$ cat src/rtl/i2c_master_arbiter.sv
// Round-robin arbiter that shares one i2c_master between NUM_REQ requesters and
// sequences each single-byte transaction through IDLE -> WAIT -> RESP.
module i2c_master_arbiter #(
   parameter int NUM_REQ = 4,
   parameter int TIMEOUT = 1023,
   parameter int TO_W    = 10
) (
   input  logic                   clk,
   input  logic                   reset,
   input  logic [NUM_REQ-1:0]     req,
   input  logic [7*NUM_REQ-1:0]   req_addr,
   input  logic [NUM_REQ-1:0]     req_rwb,
   input  logic [8*NUM_REQ-1:0]   req_wdata,
   output logic [NUM_REQ-1:0]     gnt,
   output logic [NUM_REQ-1:0]     done,
   output logic                   err,
   output logic [7:0]             rdata,
   output logic                   busy,
   output logic                   m_enable,
   output logic [6:0]             m_address,
   output logic [7:0]             m_data_in,
   output logic                   m_r_wb,
   input  logic                   m_done,
   input  logic                   m_nack,
   input  logic [7:0]             m_rdata
);

   localparam int PTR_W = (NUM_REQ > 1) ? $clog2(NUM_REQ) : 1;

   typedef enum logic [1:0] {ST_IDLE, ST_WAIT, ST_RESP} state_t;

   state_t               state_reg, state_next;
   logic [PTR_W-1:0]     ptr_reg, ptr_next;
   logic [PTR_W-1:0]     idx_reg, idx_next;
   logic [TO_W-1:0]      cnt_reg, cnt_next;
   logic [NUM_REQ-1:0]   gnt_reg, gnt_next;
   logic [NUM_REQ-1:0]   done_reg, done_next;
   logic                 err_reg, err_next;
   logic [7:0]           rdata_reg, rdata_next;
   logic                 busy_reg, busy_next;
   logic                 m_enable_reg, m_enable_next;
   logic [6:0]           m_address_reg, m_address_next;
   logic [7:0]           m_data_in_reg, m_data_in_next;
   logic                 m_r_wb_reg, m_r_wb_next;

   logic [6:0]           addr_slice  [NUM_REQ];
   logic [7:0]           wdata_slice [NUM_REQ];

   for (genvar gi = 0; gi < NUM_REQ; gi++) begin : g_slice
      assign addr_slice[gi]  = req_addr[7*gi +: 7];
      assign wdata_slice[gi] = req_wdata[8*gi +: 8];
   end

   // Round-robin scan starting at ptr_reg; first set request wins.
   logic                 sel_found;
   logic [PTR_W-1:0]     sel_idx;
   logic [PTR_W:0]       scan_sum;
   logic [PTR_W-1:0]     scan_idx;

   always_comb begin
      sel_found = 1'b0;
      sel_idx   = '0;
      scan_sum  = '0;
      scan_idx  = '0;
      for (int off = 0; off < NUM_REQ; off++) begin
         scan_sum = {1'b0, ptr_reg} + (PTR_W+1)'(off);
         if (scan_sum >= (PTR_W+1)'(NUM_REQ))
            scan_sum = scan_sum - (PTR_W+1)'(NUM_REQ);
         scan_idx = scan_sum[PTR_W-1:0];
         if (!sel_found && req[scan_idx]) begin
            sel_found = 1'b1;
            sel_idx   = scan_idx;
         end
      end
   end

   always_comb begin
      state_next     = state_reg;
      ptr_next       = ptr_reg;
      idx_next       = idx_reg;
      cnt_next       = cnt_reg;
      gnt_next       = gnt_reg;
      done_next      = '0;
      err_next       = err_reg;
      rdata_next     = rdata_reg;
      busy_next      = busy_reg;
      m_enable_next  = m_enable_reg;
      m_address_next = m_address_reg;
      m_data_in_next = m_data_in_reg;
      m_r_wb_next    = m_r_wb_reg;

      case (state_reg)
         ST_IDLE: begin
            if (sel_found) begin
               for (int i = 0; i < NUM_REQ; i++)
                  gnt_next[i] = (sel_idx == PTR_W'(i));
               idx_next       = sel_idx;
               m_enable_next  = 1'b1;
               m_address_next = addr_slice[sel_idx];
               m_data_in_next = wdata_slice[sel_idx];
               m_r_wb_next    = req_rwb[sel_idx];
               cnt_next       = '0;
               busy_next      = 1'b1;
               state_next     = ST_WAIT;
            end
         end
         ST_WAIT: begin
            if (m_done || (cnt_reg == TO_W'(TIMEOUT-1))) begin
               // Completion beats timeout when both land in the same cycle.
               err_next      = m_done ? m_nack : 1'b1;
               rdata_next    = (m_done && m_r_wb_reg) ? m_rdata : 8'h00;
               done_next     = gnt_reg;
               gnt_next      = '0;
               m_enable_next = 1'b0;
               cnt_next      = '0;
               ptr_next      = (idx_reg == PTR_W'(NUM_REQ-1)) ? '0 : idx_reg + PTR_W'(1);
               state_next    = ST_RESP;
            end else begin
               cnt_next = cnt_reg + TO_W'(1);
            end
         end
         ST_RESP: begin
            busy_next  = 1'b0;
            state_next = ST_IDLE;
         end
         default: state_next = ST_IDLE;
      endcase
   end

   always_ff @(posedge clk or negedge reset) begin
      if (!reset) begin
         state_reg     <= ST_IDLE;
         ptr_reg       <= '0;
         idx_reg       <= '0;
         cnt_reg       <= '0;
         gnt_reg       <= '0;
         done_reg      <= '0;
         err_reg       <= 1'b0;
         rdata_reg     <= '0;
         busy_reg      <= 1'b0;
         m_enable_reg  <= 1'b0;
         m_address_reg <= '0;
         m_data_in_reg <= '0;
         m_r_wb_reg    <= 1'b0;
      end else begin
         state_reg     <= state_next;
         ptr_reg       <= ptr_next;
         idx_reg       <= idx_next;
         cnt_reg       <= cnt_next;
         gnt_reg       <= gnt_next;
         done_reg      <= done_next;
         err_reg       <= err_next;
         rdata_reg     <= rdata_next;
         busy_reg      <= busy_next;
         m_enable_reg  <= m_enable_next;
         m_address_reg <= m_address_next;
         m_data_in_reg <= m_data_in_next;
         m_r_wb_reg    <= m_r_wb_next;
      end
   end

   assign gnt       = gnt_reg;
   assign done      = done_reg;
   assign err       = err_reg;
   assign rdata     = rdata_reg;
   assign busy      = busy_reg;
   assign m_enable  = m_enable_reg;
   assign m_address = m_address_reg;
   assign m_data_in = m_data_in_reg;
   assign m_r_wb    = m_r_wb_reg;

endmodule

$ cat config.mk
export PLATFORM = sky130hd
export DESIGN_NAME = i2c_master_arbiter
export DESIGN_NICKNAME = d
export VERILOG_FILES = /design/src/rtl/i2c_master_arbiter.sv
export SDC_FILE = /design/constraint.sdc
export NUM_CORES = 1
export LEC_CHECK = 0
export ABC_AREA = 0
export ABC_CLOCK_PERIOD_IN_PS = 4450
export BUFFER_PORTS_ARGS = -buffer_cell sky130_fd_sc_hd__buf_2
export CORE_ASPECT_RATIO = 0.5
export CORE_MARGIN = 2
export CORE_UTILIZATION = 52
export DETAILED_ROUTE_END_ITERATION = 12
export PLACE_DENSITY_LB_ADDON = 0.05
export SYNTH_ARGS = -nofsm -noshare
export SYNTH_HDL_FRONTEND = slang
export SYNTH_SLANG_ARGS = --single-unit
$ cat constraint.sdc
create_clock -name clk -period 4.45 [get_ports clk]
set_clock_uncertainty 0.15 [all_clocks]
set_input_delay 0.445 -clock clk [delete_from_list [all_inputs] [get_ports clk]]
set_output_delay 0.445 -clock clk [all_outputs]
set_load 0.02 [all_outputs]
; ---- Yosys cells after proc, flatten, opt, wreduce, memory -nomap -nowiden
; Cells that the tools add are included.
[word_totals]
reg_bits = 51
latchBits = 0
mem_bits_rw = 0
mem_bits_ro = 0
inputBits = 80
output_inout_bits = 35
wordCells = 106
mem_count = 0
[op_classes]
addsub = 9
mul = 0
div_mod_pow = 0
n_lt_le_gt_ge = 10
eq_ne = 9
shifts = 0
muxes = 46
n_bitwise = 1
reduce_logical = 18
[ops]
columns = operator, count
row1 = 8-bit 2-to-1 mux, 3
row2 = 2-bit 2-to-1 mux, 11
row3 = 10-bit 2-to-1 mux, 2
row4 = 10-bit one-hot mux with 2 select lines, 1
row5 = 8-bit binary-select mux with 2-bit select, 1
row6 = 4-bit 2-to-1 mux, 4
row7 = 2-bit by 3-bit less-than comparator with 1-bit output (second input constant), 5
row8 = 7-bit binary-select mux with 2-bit select, 1
row9 = 7-bit 2-to-1 mux, 2
row10 = 3-bit >= comparator (second input constant), 4
row11 = 1-bit 2-to-1 mux, 12
row12 = 10-bit by 1-bit adder with 10-bit output (second input constant), 1
row13 = 1-bit binary-select mux with 2-bit select, 5
row14 = 10-bit == test (second input constant), 1
row15 = 2-bit AND reduction, 5
row16 = 2-bit == test (second input constant), 4
row17 = 4-bit one-hot mux with 2 select lines, 1
row18 = 2-bit by 1-bit subtractor with 2-bit output (second input constant), 4
row19 = 2-bit by 2-bit adder with 3-bit output (second input constant), 2
row20 = 2-bit by 1-bit == test with 1-bit output (second input constant), 2
row21 = 1-bit logical AND, 4
row22 = 2-bit logical NOT, 2
row23 = 2-bit != test (second input constant), 2
row24 = 1-bit one-hot mux with 2 select lines, 2
row25 = other kinds (9), 12

; ---- Longest topological paths before layout
; Gate-level depths: netlist of run 1.
[logic_depth]
depth_word = 18
ltp_mapped = 9
depth_no_buf = 8

; ---- Worst setup path after synthesis of run 1
; No wires, ideal clock.
[synth_timing]
path_type = register to register
from = register ptr_reg[1]
to = register m_address_reg[0] (netlist: m_address[0])
setup_ns = 0.126
arrival_ns = 1.899
required_time_ns = 4.174
slack_ns = 2.275
stages_incl_launch_ff = 8
n_path_buf = 2
synth_period_minus_slack_ns = 2.175
path_cell_list = dfrtp_1 buf_6 mux2i_1 o22ai_4 nor2_4 buf_6 mux2_4 a221o_1
[synth_via]
elab_chain_len = 18
word_cells_on_any_way = 42
cone_classes = 7 x add/sub / 4 x order compare / 23 x mux / 1 x bitwise / 7 x reduce/logical
[synth_rtl]
columns = item, line
row1 = from (decl), 33  ; logic [PTR_W-1:0] ptr_reg, ptr_next;
row2 = from (signal assigned), 147  ; ptr_reg <= ptr_next;
row3 = "parallel branches: the longest is 18 deep, another holds 2-bit by 1-bit adder with 3-bit output", -
row4 = to (signal assigned), 156  ; m_address_reg <= m_address_next;
row5 = to (decl), 42  ; logic [6:0] m_address_reg, m_address_next;
; Several ways; the timed one is not identified. The select of a mux whose other input is x is not followed.
; A chain may end at the register's enable or synchronous reset.

; ---- Final worst setup path of run 1
[layout_timing]
from = register ptr_reg[1]
to = register m_data_in_reg[3] (netlist: m_data_in[3])
[layout_via]
elab_chain_len = 18
word_cells_on_any_way = 42
cone_classes = 7 x add/sub / 4 x order compare / 23 x mux / 1 x bitwise / 7 x reduce/logical
[layout_rtl]
columns = item, line
row1 = "parallel branches: the longest is 18 deep, another holds 2-bit by 1-bit adder with 3-bit output", -
row2 = to (signal assigned), 157  ; m_data_in_reg <= m_data_in_next;
row3 = to (decl), 43  ; logic [7:0] m_data_in_reg, m_data_in_next;
; Several ways; the timed one is not identified. The select of a mux whose other input is x is not followed.

==> results of run 1 <==
logic make-up (layout without fill, tap and decap cells):
family	count (synthesis)	count (layout)	share of synthesized area (%)
buffers and inverters	23	131	4.011
AOI/OAI and AO/OA	79	79	20.19
DFF	51	51	47.03
adders and majority gates	3	3	1.383
xor gates and xnor gates	4	4	1.291
and+or+nand+nor	101	101	17.70
muxes	17	17	8.391
how the worst max path moves through the flow:
stage	endpoint	cells after the start	slack [ns]	start
finish	m_data_in[3]$_DFFE_PN0P_	5	1.77	ptr_reg[1]$_DFFE_PN0P_
CTS	m_data_in[1]$_DFFE_PN0P_	5	1.78	ptr_reg[1]$_DFFE_PN0P_
global route	m_data_in[1]$_DFFE_PN0P_	5	1.66	ptr_reg[1]$_DFFE_PN0P_
floorplan	m_address[0]$_DFFE_PN0P_	7	2.28	ptr_reg[1]$_DFFE_PN0P_
detailed placement	m_data_in[1]$_DFFE_PN0P_	6	1.73	req[2]
global placement	m_data_in[2]$_DFFE_PN0P_	6	1.86	req[2]
cell type report:
class / instances / area share [%]
clock buffer: 5 / 2.028
clock inverter: 3 / 0.5900
inverter: 7 / 0.7743
multi-input combinational: 204 / 39.16
sequential: 51 / 37.61
tap: 70 / 2.581
timing repair buffer: 116 / 17.26
synthesized netlist by cell type, types with 2 or more instances:
master and count:
a21o_1 2, mux2_2 6, a21oi_1 21, nand2_1 39
mux2_4 10, o22ai_1 3, xor2_1 2, nand2b_1 3
a221o_1 16, o21ai_0 24, inv_1 7, and2_1 5
nor3b_1 2, or3_1 3, clkbuf_1 8, nor2_1 13
ha_1 3, nand3_1 28, a31oi_1 2, dfrtp_1 51
nor3_1 2, buf_6 2, xnor2_1 2, nand4_1 3
buf_2 6
stage by stage:
step	std cells	utilization, %
2_1_floorplan	278	-
3_3_place_gp	448	66.39
3_5_place_dp	448	66.39
4_1_cts	456	68.18
5_1_grt	456	68.18
6_report	456	68.18
report_power, final:
group	internal (mW)	total (mW)	leakage (nW)	switching, mW
combinational	0.378	0.980	1.01	0.601
clock	0.110	0.270	0.0402	0.160
sequential	0.624	0.746	0.660	0.122
total	1.11	2.00	1.71	0.883
worst reg2reg max path: cells and delay by family, from the launching register on:
kind            cells  cell delay, ns
flops               1            0.49
compound gates      2            0.59
mux                 2            0.82
simple gates        1            0.55
layout by cell type (no fill, tap or decap), drive strengths merged, types with 3 or more instances in the layout:
master / netlist / routed
dfrtp: 51 / 51
o22ai: 4 / 4
and2: 5 / 5
nand2b: 3 / 3
ha: 3 / 3
buf: 8 / 116
o21ai: 25 / 25
a21oi: 22 / 22
nand3: 28 / 28
nand2: 39 / 39
nand4: 3 / 3
clkbuf: 8 / 5
or3: 3 / 3
inv: 7 / 7
a221o: 16 / 16
mux2: 16 / 16
nor2: 14 / 14
metal layers:
layer | up-vias | routed length [um] | GRT usage, %
li1 | 1226 | - | -
met1 | 1209 | 3001 | 29.61
met2 | 93 | 3546 | 44.23
met3 | 12 | 508 | 5.972
met4 | 0 | 102 | 11.40
met5 | - | 0 | 0
==> results.sh, run 1 <==
export IMPL_hold_buffers=0
export IMPL_seq_area_mm2=0.001276
export IMPL_hpwl_mm=5.163
export IMPL_cts_resized=0
export IMPL_synthesis_area_mm2=0.002714
export IMPL_place_congestion=0.8066
export IMPL_root_buffer="clkbuf_8"
export IMPL_critical_path_max_stage_delay_ns=0.55
export IMPL_cp_num_buf_inv=0
export IMPL_async_reset_ff_share_pct=100.0
export IMPL_r2r_start="ptr_reg[1]$_DFFE_PN0P_"
export IMPL_start_kind="flip-flop"
export IMPL_outcome="finished, final reports clean"
export IMPL_synth_cell_types=40
export IMPL_cap_violations=0
export IMPL_die_w_um=106.2
export IMPL_rr_endpoint="m_data_in[3]$_DFFE_PN0P_"
export IMPL_required_ns=4.50
export IMPL_ir_drop_v=0.0003103
export IMPL_grt_max_degree=52
export IMPL_worst_pin_slew_ns=1.014
export IMPL_leakage_nw=1.710
export IMPL_dpl_cell_area_mm2=0.003304
export IMPL_area_growth_pct=25.03
export IMPL_worstSetupPathType="reg2reg"
export IMPL_io_buffers=114
export IMPL_synth_yosys_seq_area_share_pct=47.03
export IMPL_r2r_setup_slack_ns=1.77
export IMPL_hold_path_class="in2async"
export IMPL_hold_ws_ns=0.07901
export IMPL_powerDensity_mw_per_mm2=588.1
export IMPL_nets=468
export IMPL_synthesis_nets=361
export IMPL_htreeDepth=2
export IMPL_tns_ns=0
export IMPL_core_area_mm2=0.004977
export IMPL_min_period_over_period_pct=60.21
export IMPL_cp_cell_sequence="mux2i_1 -> o22ai_4 -> nor2_4 -> mux2_2 -> a221o_1"
export IMPL_postCtsSetupBuffers=0
export IMPL_fmax_mhz=373.2
export IMPL_cts_buffers=5
export IMPL_io_pin_count=115
export IMPL_antenna_cells=0
export IMPL_crit_family="multiplexers"
export IMPL_finalSetupViolCount=0
export IMPL_place_ws_ns=1.732
export IMPL_multiInputGateArea_mm2=0.001329
export IMPL_clk_pin_slew_ns=0.10
export IMPL_wl_per_cell_um=15.70
export IMPL_initial_utilization_pct=54.52
export IMPL_cts_tree="yes"
export IMPL_yosysTopAreaCell="dfrtp_1"
export IMPL_critical_path_max_fanout=19
export IMPL_grt_pass1_wl_mm=10.81
export IMPL_routed_wl_mm=7.158
export IMPL_drt_initial_drc_count=172
export IMPL_dr_pass1_iters=4
export IMPL_synth_area_per_cell_um2=9.762
export IMPL_synth_edf_count=0
export IMPL_fin_area_mm2=0.003393
export IMPL_max_slew_margin_pct=31.83
export IMPL_viasPerCell=5.570
export IMPL_grt_total_usage_pct=24.72
export IMPL_finalHoldViolCount=0
export IMPL_largest_reg_flops=10
export IMPL_grt_pass1_vias=2357
export IMPL_route_vias_total=2540
export IMPL_cts_buffer_depth=2
export IMPL_grt_antenna_before_repair=0
export IMPL_total_power_mw=1.995
export IMPL_drv_slew=0
export IMPL_rows=18
export IMPL_ff2ff_path_depth=5
export IMPL_setup_slack_ns=1.771
export IMPL_synthTopCellsByArea="dfrtp_1, a221o_1, mux2_4"
export IMPL_post_route_drc_count=0
export IMPL_critPathArrivalTime_ns=2.73
export IMPL_yosysWarnings=0
export IMPL_rsz0062_at_grt="no"
export IMPL_clock_sinks=51
export IMPL_critPathSlowestCell="nor2_4"
export IMPL_critPathCaptureType="flip-flop"
export IMPL_die_h_um=55.09
export IMPL_ys_ff_latch=51
export IMPL_clk_latency_ns=0.31
export IMPL_ant_nets=0
export IMPL_synthDominantCellAreaShare_pct=47.03
export IMPL_synth_cells=278
export IMPL_nFillCells=417
export IMPL_layout_drive_gt1_share_pct=37.56
export IMPL_fp_dieArea_mm2=0.005848
export IMPL_grt_overflow=0
export IMPL_period_needed_ns=2.679
export IMPL_synth_ff_type="dfrtp_1"
No activity file was read; power rests on OpenSTA's default activity.
==> inputs of run 2 (changes only) <==
--- a/config.mk
+++ b/config.mk
@@ -6,11 +6,11 @@
 export NUM_CORES = 1
 export LEC_CHECK = 0
 export ABC_AREA = 0
-export ABC_CLOCK_PERIOD_IN_PS = 4450
+export ABC_CLOCK_PERIOD_IN_PS = 2200
 export BUFFER_PORTS_ARGS = -buffer_cell sky130_fd_sc_hd__buf_2
 export CORE_ASPECT_RATIO = 0.5
 export CORE_MARGIN = 2
-export CORE_UTILIZATION = 52
+export CORE_UTILIZATION = 43
 export DETAILED_ROUTE_END_ITERATION = 12
 export PLACE_DENSITY_LB_ADDON = 0.05
 export SYNTH_ARGS = -nofsm -noshare
==> constraint.sdc (replaced) <==
create_clock -name clk -period 2.2 [get_ports clk]
set_clock_uncertainty 0.15 [all_clocks]
set_input_delay 0.22 -clock clk [delete_from_list [all_inputs] [get_ports clk]]
set_output_delay 0.22 -clock clk [all_outputs]
set_load 0.02 [all_outputs]
==> run 2 against run 1 <==
  * Register-to-register slack got worse by 1.7 ns
  * Worst hold slack got worse by 0.076 ns
  * Clock power rose to 3.7 times the previous value
  * Count of clock-buffer cells in the layout did not move
  * Via count rose by 0.47%
  * Non-clock buffer count rose by 18
  * Utilization fell by 7.7 points
  * Fmax rose by 28%
  * Critical path depth rose by 1
  * Critical endpoint is now m_data_in[1]$_DFFE_PN0P_
==> results.sh, run 2 (same netlist as run 1, synthesis figures left out) <==
export IMPL_outcome="finished, final reports clean"
export IMPL_route_vias_total=2552
export IMPL_clk_pin_slew_ns=0.07
export IMPL_hpwl_mm=5.250
export IMPL_grt_overflow=0
export IMPL_place_congestion=0.8405
export IMPL_start_kind="flip-flop"
export IMPL_nets=486
export IMPL_die_w_um=116.4
export IMPL_grt_antenna_before_repair=0
export IMPL_antenna_cells=0
export IMPL_layout_drive_gt1_share_pct=39.60
export IMPL_dr_wl_met2_mm=3.476
export IMPL_cap_violations=0
export IMPL_cts_buffer_depth=2
export IMPL_drt_met1_wl_mm=3.272
export IMPL_dp_cells=480
export IMPL_io_pin_count=115
export IMPL_met3_length_um=521
export IMPL_fp_dieArea_mm2=0.007001
export IMPL_critical_path_max_fanout=12
export IMPL_drt_initial_drc_count=173
export IMPL_htreeDepth=2
export IMPL_grt_pass1_vias=2460
export IMPL_dr_pass1_iters=4
export IMPL_cts_tree="yes"
export IMPL_initial_utilization_pct=44.63
export IMPL_ir_drop_v=0.0005478
export IMPL_layout_cells_non_filler=492
export IMPL_critPathArrivalTime_ns=2.12
export IMPL_worst_pin_slew_ns=0.6892
export IMPL_dr_max_layer_used="met4"
export IMPL_wl_per_cell_um=14.87
export IMPL_final_common_cell="buf_2"
export IMPL_max_slew_margin_pct=54.05
export IMPL_postCtsSetupBuffers=0
export IMPL_grt_total_usage_pct=21.41
export IMPL_die_h_um=60.18
export IMPL_r2r_setup_slack_ns=0.1
export IMPL_area_growth_pct=35.50
export IMPL_root_buffer="clkbuf_16"
export IMPL_required_ns=2.22
export IMPL_period_needed_ns=2.101
export IMPL_clock_sinks=51
export IMPL_powerDensity_mw_per_mm2=1259
export IMPL_hold_path_class="in2reg"
export IMPL_critPathCaptureType="flip-flop"
export IMPL_finalSetupViolCount=0
export IMPL_leakage_nw=1.845
export IMPL_min_period_over_period_pct=95.49
export IMPL_rows=20
export IMPL_final_cell_mix="buf_2, dfrtp_1, nand2_1, nand3_1, o21ai_0"
export IMPL_total_power_mw=4.630
export IMPL_core_area_mm2=0.006081
export IMPL_cts_buffers=5
export IMPL_clk_latency_ns=0.29
export IMPL_ant_nets=0
export IMPL_largest_reg_flops=10
export IMPL_routed_wl_mm=7.318
export IMPL_rsz0062_at_grt="no"
export IMPL_worstSetupPathType="reg2reg"
export IMPL_viasPerCell=5.187
export IMPL_grt_pass1_wl_mm=11.37
export IMPL_tns_ns=0
export IMPL_post_route_drc_count=0
export IMPL_grt_max_degree=52
export IMPL_finalHoldViolCount=0
export IMPL_drv_slew=0
export IMPL_io_buffers=114
export IMPL_fmax_mhz=476.0
==> run 2: changes by cell type in the layout (fill, tap and decap cells not counted), sizes merged <==
cell / previous run / this run
buf: 116 / 130
bufinv: 0 / 2
clkinv: 1 / 0
clkinvlp: 2 / 1
dlygate4sd3: 0 / 4
==> run 2: metal layers <==
layer  global-route usage (%)  vias up
met5                        0        -
met4                    5.272        0
met3                    5.071        5
met2                    36.38       81
met1                    28.09     1203
li1                         -     1263
==> run 2: final cells by class <==
cell class,count,area (um2)
repair buffers,134,743.2
clock buffers,5,125.1
fillers,554,2404
clock inverters,3,67.56
multi-input cells,204,1329
flip-flops and latches,51,1276
well taps,88,110.1
inverters,7,26.28
==> run 2: power breakdown <==
group | switching (mW) | total, mW | internal [mW]
combinational | 1.25 | 2.14 | 0.894
sequential | 0.234 | 1.50 | 1.27
clock | 0.339 | 0.990 | 0.651
total | 1.82 | 4.63 | 2.81
==> run 2: final timing paths <==
check | from | endpoint | cells past startpoint
min reg2reg | rdata[6]$_DFFE_PN0P_ | rdata[6]$_DFFE_PN0P_ | 2
min in group asynchronous | reset | cnt_reg[1]$_DFFE_PN0P_ | 3
max reg2reg | ptr_reg[1]$_DFFE_PN0P_ | m_data_in[1]$_DFFE_PN0P_ | 6
min | m_rdata[4] | rdata[4]$_DFFE_PN0P_ | 3
max | ptr_reg[1]$_DFFE_PN0P_ | m_data_in[1]$_DFFE_PN0P_ | 6
max in group asynchronous | reset | m_address[1]$_DFFE_PN0P_ | 3
==> run 2: worst max-delay path: stages, from the launching register on <==
cell,delay [ns]
dfrtp_1,0.38
mux2i_1,0.35
o22ai_4,0.14
nor2_4,0.15
buf_12,0.16
mux2_2,0.34
a221o_1,0.31
==> run 2: timing repair <==
item	in CTS	in global routing
hold endpoints to repair	54	0
hold buffers	4	0
resized for setup	0	1
setup endpoints to repair	0	14
==> run 2: through the flow <==
step	hold WS, ns	setup slack (ns)	area (um2)	utilization [%]
3_5_place_dp	0.2211	0.1135	3445	56.65
4_1_cts	0.001790	0.03754	3677	60.47
2_1_floorplan	-0.2256	0.02541	2714	-
3_3_place_gp	0.2139	0.1425	3445	56.65
5_1_grt	0.008593	0.004244	3677	60.47
6_report	0.003453	0.09915	3677	60.47
